### config.mk
export PLATFORM = sky130hd
export DESIGN_NAME = nibble_serial_adder
export DESIGN_NICKNAME = d
export VERILOG_FILES = /design/src/rtl/nibble_serial_pkg.sv /design/src/rtl/adder4bit.sv /design/src/rtl/nibble_serial_adder.sv
export SDC_FILE = /design/constraint.sdc
export NUM_CORES = 1
export LEC_CHECK = 0
export CAP_MARGIN = 20
export CORE_MARGIN = 2
export CORE_UTILIZATION = 24
export DETAILED_ROUTE_END_ITERATION = 7
export DONT_BUFFER_PORTS = 1
export HOLD_SLACK_MARGIN = 0.06
export SYNTH_ARGS = -nofsm -noshare
export SYNTH_HDL_FRONTEND = slang
export SYNTH_SLANG_ARGS = --single-unit
### constraint.sdc
create_clock -name clk -period 4 [get_ports clk]
set_clock_uncertainty 0.2 [all_clocks]
set_input_delay 0.8 -clock clk [delete_from_list [all_inputs] [get_ports clk]]
set_output_delay 0.8 -clock clk [all_outputs]
set_load 0.05 [all_outputs]
### src/rtl/nibble_serial_pkg.sv
// Shared constants for the nibble-serial adder: slice width and FSM state encodings.
package nibble_serial_pkg;

  localparam int unsigned NIBBLE_W = 4;

  localparam logic [0:0] IDLE = 1'b0;
  localparam logic [0:0] RUN  = 1'b1;

endpackage

### src/rtl/adder4bit.sv
// 4-bit ripple-carry adder slice, shared across cycles by nibble_serial_adder.
module adder4bit
  import nibble_serial_pkg::*;
(
  input  logic [NIBBLE_W-1:0] A,
  input  logic [NIBBLE_W-1:0] B,
  input  logic                Cin,
  output logic [NIBBLE_W-1:0] Sum,
  output logic                Cout
);

  always_comb begin : ripple
    logic [NIBBLE_W:0] c;
    c    = '0;
    c[0] = Cin;
    Sum  = '0;
    for (int i = 0; i < NIBBLE_W; i++) begin
      Sum[i]   = A[i] ^ B[i] ^ c[i];
      c[i + 1] = (A[i] & B[i]) | (c[i] & (A[i] ^ B[i]));
    end
    Cout = c[NIBBLE_W];
  end

endmodule

### src/rtl/nibble_serial_adder.sv
// Wide adder built by stepping one 4-bit adder over NIBBLES cycles, LS nibble first.
module nibble_serial_adder
  import nibble_serial_pkg::*;
#(
  parameter int unsigned NIBBLES = 4
) (
  input  logic                         clk,
  input  logic                         rst_n,
  input  logic                         start,
  input  logic [NIBBLE_W*NIBBLES-1:0]  a,
  input  logic [NIBBLE_W*NIBBLES-1:0]  b,
  input  logic                         cin,
  output logic                         busy,
  output logic                         done,
  output logic [NIBBLE_W*NIBBLES-1:0]  sum,
  output logic                         cout
);

  localparam int unsigned W    = NIBBLE_W * NIBBLES;
  localparam int unsigned IdxW = $clog2(NIBBLES);
  localparam logic [IdxW-1:0] LastIdx = IdxW'(NIBBLES - 1);

  logic [0:0]          state_q, state_d;
  logic [IdxW-1:0]     idx_q, idx_d;
  logic                carry_q, carry_d;
  logic [W-1:0]        opa_q, opa_d, opb_q, opb_d;
  logic [W-1:0]        acc_q, acc_d;
  logic [W-1:0]        sum_q, sum_d;
  logic                cout_q, cout_d;
  logic                busy_q, busy_d;
  logic                done_q, done_d;

  logic [NIBBLE_W-1:0] nib_a, nib_b, nib_sum;
  logic                nib_cout;

  // Slice base is idx*4; the 2'b00 suffix is the multiply by NIBBLE_W.
  assign nib_a = opa_q[{idx_q, 2'b00} +: NIBBLE_W];
  assign nib_b = opb_q[{idx_q, 2'b00} +: NIBBLE_W];

  adder4bit u_adder (
    .A    (nib_a),
    .B    (nib_b),
    .Cin  (carry_q),
    .Sum  (nib_sum),
    .Cout (nib_cout)
  );

  always_comb begin
    state_d = state_q;
    idx_d   = idx_q;
    carry_d = carry_q;
    opa_d   = opa_q;
    opb_d   = opb_q;
    acc_d   = acc_q;
    sum_d   = sum_q;
    cout_d  = cout_q;
    busy_d  = busy_q;
    done_d  = 1'b0;
    case (state_q)
      IDLE: begin
        if (start) begin
          opa_d   = a;
          opb_d   = b;
          carry_d = cin;
          idx_d   = '0;
          busy_d  = 1'b1;
          state_d = RUN;
        end
      end
      RUN: begin
        acc_d[{idx_q, 2'b00} +: NIBBLE_W] = nib_sum;
        carry_d = nib_cout;
        if (idx_q == LastIdx) begin
          // Publish the whole word at once so sum never exposes partial slices.
          sum_d   = acc_d;
          cout_d  = nib_cout;
          done_d  = 1'b1;
          busy_d  = 1'b0;
          state_d = IDLE;
        end else begin
          idx_d = idx_q + 1'b1;
        end
      end
      default: state_d = IDLE;
    endcase
  end

  always_ff @(posedge clk or negedge rst_n) begin
    if (!rst_n) begin
      state_q <= IDLE;
      idx_q   <= '0;
      carry_q <= 1'b0;
      opa_q   <= '0;
      opb_q   <= '0;
      acc_q   <= '0;
      sum_q   <= '0;
      cout_q  <= 1'b0;
      busy_q  <= 1'b0;
      done_q  <= 1'b0;
    end else begin
      state_q <= state_d;
      idx_q   <= idx_d;
      carry_q <= carry_d;
      opa_q   <= opa_d;
      opb_q   <= opb_d;
      acc_q   <= acc_d;
      sum_q   <= sum_d;
      cout_q  <= cout_d;
      busy_q  <= busy_d;
      done_q  <= done_d;
    end
  end

  assign busy = busy_q;
  assign done = done_q;
  assign sum  = sum_q;
  assign cout = cout_q;

endmodule
==> parameters.txt <==
Parameter                              Value

Outcome
  Run status    complete, no violations

Clocking
  TritonCTS clock tree    built
  Num Clock Sinks    71
  Root Driver    clkbuf_16
  Total setup buffers inserted after CTS    0
  Maximum clock insertion buffer count    2
  Worst-Skew Late Latency    0.34 ns
  Clock buffers created by TritonCTS    9
  Clock-pin transition on the worst setup and hold timing paths    0.06 ns
  H-tree level count    3

Yosys
  Top cells by area in the synthesized netlist    dfrtp_1 (52%), mux2_4 (13%), mux4_2 (4.6%)
  Most frequent cell after synthesis    dfrtp_1
  Post-synthesis cell count    254
  Mean post-synth cell area    13.4 µm²
  Sequential-to-total area share from yosys stat    52.2%
  Syn Nets    300
  Share of the synthesized area in the top cell type    52.2%
  Number of storage elements in the synthesis netlist    71
  Area of the mapped netlist    3400 µm²
  Prevailing post-synth register cell    dfrtp_1
  Post-synth cell types    32
  Number of synthesized flops with an enable pin    0
  Yosys warning total    0
  Async S/R FF share, synth    100%
  Most frequent cells after synthesis    dfrtp_1 (71), mux2_4 (29), a21oi_1 (16), nor2_1 (16), inv_1 (14)
  Most area-hungry cell type in the Yosys netlist    dfrtp_1

STA
  Pin slew with the least headroom to its limit    0.865 ns
  Hold violation count in the final report    0
  Slew margin rel.    42.0%
  Period utilization    84.3%
  Final setup vio count    0
  Worst Hold Margin    0.131 ns
  Clock period minus worst slack    3.37 ns
  Pins Over Slew Limit    0
  TNS Setup    0 ns
  Max Fclk    296 MHz
  Setup repair after global routing missed its margin    no

Floorplan
  Initial standard-cell utilization of the core    24.5%
  Core Footprint    13,900 µm²
  Die width    123 µm
  Count of pins on the block boundary    55
  DIE AREA    15,100 µm²
  Placement row count    43
  Die span in y    123 µm

Worst setup path
  Required arrival time at the worst endpoint    4.04 ns
  Endpoint type of the worst setup path    flop
  Worst setup path category    flop to flop
  Crit path max fanout    13
  Top Family by Delay on Critical Path    adder cells
  Slowest cell on the critical path    fa_1
  Cells along the critical path    mux4_1 -> inv_1 -> fa_1 -> inv_1 -> fa_1 -> inv_1 -> fa_1 -> inv_1 -> fa_1 -> a21oi_1 -> a21oi_1
  CP bufs+invs    4
  Critical path's largest stage delay    0.67 ns
  Startpoint Class    flop
  Worst endpoint data arrival time    3.42 ns

Final layout
  Multi-input combinational cell area    1460 µm²
  Flip-flop and latch area    1780 µm²
  Antenna diode count    0
  Share of final-layout standard cells stronger than drive strength 1    23.8%
  Post-route non-filler standard cell count    436
  Number of fill cells    1,452
  Area Growth Syn to Fin    13.7%
  Nets    297

Drt
  Via total after detailed routing    1,929
  Per-cell routed wire length    16.2 µm
  Remaining antenna violation count    0
  Via-to-Cell Ratio    4.42
  1st-iter DRT viols    97
  Wirelength, routed    7.07 mm
  Number of optimization iterations in the first detailed-route pass    4
  Post-route DRC    0

GRT
  Wire length of the first global-routing pass    11.3 mm
  Pin count of the biggest net entering global routing    72
  Total track usage    10.2%
  Antenna violations before repair    0
  Aggregate global routing overflow    0
  Via count of the first global-routing pass    2,039

Placed design
  HPWL after DPL    5.03 mm
  Quantity of I/O buffers inserted on ports    0
  Final weighted congestion of routability-driven global placement    0.779
  Total instance count after detailed placement    419

Hold path
  Path category of the worst min-delay check    input port to asynchronous set/reset pin

Run
  Count of maximum capacitance violations    0
-- metal layers --
layer | vias to the layer above | track usage, % | part of all wire (%) | routed length, µm
li1 | 892 | - | - | -
met1 | 975 | 12.8 | 45 | 3150
met2 | 58 | 15.2 | 47 | 3330
met3 | 4 | 5.17 | 7.7 | 548
met4 | 0 | 3.48 | 0.68 | 48
met5 | - | 0 | 0 | 0
-- final timing paths --
| check | from | endpoint | slack [ns] | cells after the start |
|---|---|---|---|---|
| max in group asynchronous | rst_n | sum[10] | 3.16 | 1 |
| worst max register to register | idx_q[0] | sum[3] | 0.63 | 11 |
| worst max-delay path | idx_q[0] | sum[3] | 0.63 | 11 |
| worst min-delay path | rst_n | sum[12] | 0.13 | 1 |
| worst min register to register | acc_q[3] | acc_q[3] | 0.29 | 1 |
| min in group clk | acc_q[3] | acc_q[3] | 0.29 | 1 |
-- per-stage QoR --
step | utilization, % | setup slack (ns) | cell area [µm²]
5_1_grt | 27.9 | 0.374 | 3870
4_1_cts | 27.9 | 0.625 | 3870
3_3_place_gp | 25.4 | 0.701 | 3530
3_5_place_dp | 25.4 | 0.652 | 3530
2_1_floorplan | - | 0.892 | 3400
6_report | 27.9 | 0.627 | 3870
-- worst reg2reg max path: stages, from the launching register on --
cell and delay (ns):
dfrtp_1 0.62, mux4_1 0.60, inv_1 0.09, fa_1 0.16
inv_1 0.05, fa_1 0.34, inv_1 0.07, fa_1 0.16
inv_1 0.05, fa_1 0.67, a21oi_1 0.12, a21oi_1 0.15
-- repair_timing --
| item | CTS | global route |
|---|---|---|
| endpoints found under the hold margin | 71 | 0 |
| gates resized for setup | 0 | 0 |
| endpoints found under the setup margin | 0 | 0 |
| hold buffers | 1 | 0 |
-- cells in the final DEF (no fill, tap or decap), drive strengths merged, types with 4 or more instances in the layout --
cell type / Yosys / final
nor2: 16 / 16
mux4: 8 / 8
clkbuf: 1 / 13
a31oi: 6 / 6
mux2: 32 / 32
a32o: 9 / 9
a22o: 8 / 8
a21oi: 16 / 16
nand2: 9 / 9
nor2b: 11 / 11
inv: 14 / 14
nand2b: 12 / 12
fa: 4 / 4
ha: 6 / 6
dfrtp: 71 / 71
-- cell type report --
class	count	area share, %
clock buffers	13	6.99
clock inverters	3	1.04
inverters	15	1.46
multi-input cells	151	37.7
flip-flops and latches	71	45.9
well taps	180	5.82
repair buffers	3	1.10
-- sequential cells by signal, summed over array words and instances (netlist names) --
name     count
state_q      1
sum         16
busy         1
acc_q       16
carry_q      1
done         1
opa_q       16
idx_q        2
opb_q       16
cout         1
-- cells by family (layout without fill, tap and decap cells) --
| family | count (synthesis) | in the layout | share of synthesized area [%] |
|---|---|---|---|
| flip-flops | 71 | 71 | 52.2 |
| AND/OR/NAND/NOR | 54 | 54 | 8.94 |
| AO/OA/AOI/OAI | 46 | 46 | 9.67 |
| multiplexers | 41 | 41 | 19.5 |
| buffers and inverters | 32 | 34 | 5.11 |
| adder cells (fa/ha/maj) | 10 | 10 | 4.56 |
Power is not shown: default switching activity piles up to over one toggle a cycle in this logic, so the estimate is an artifact.
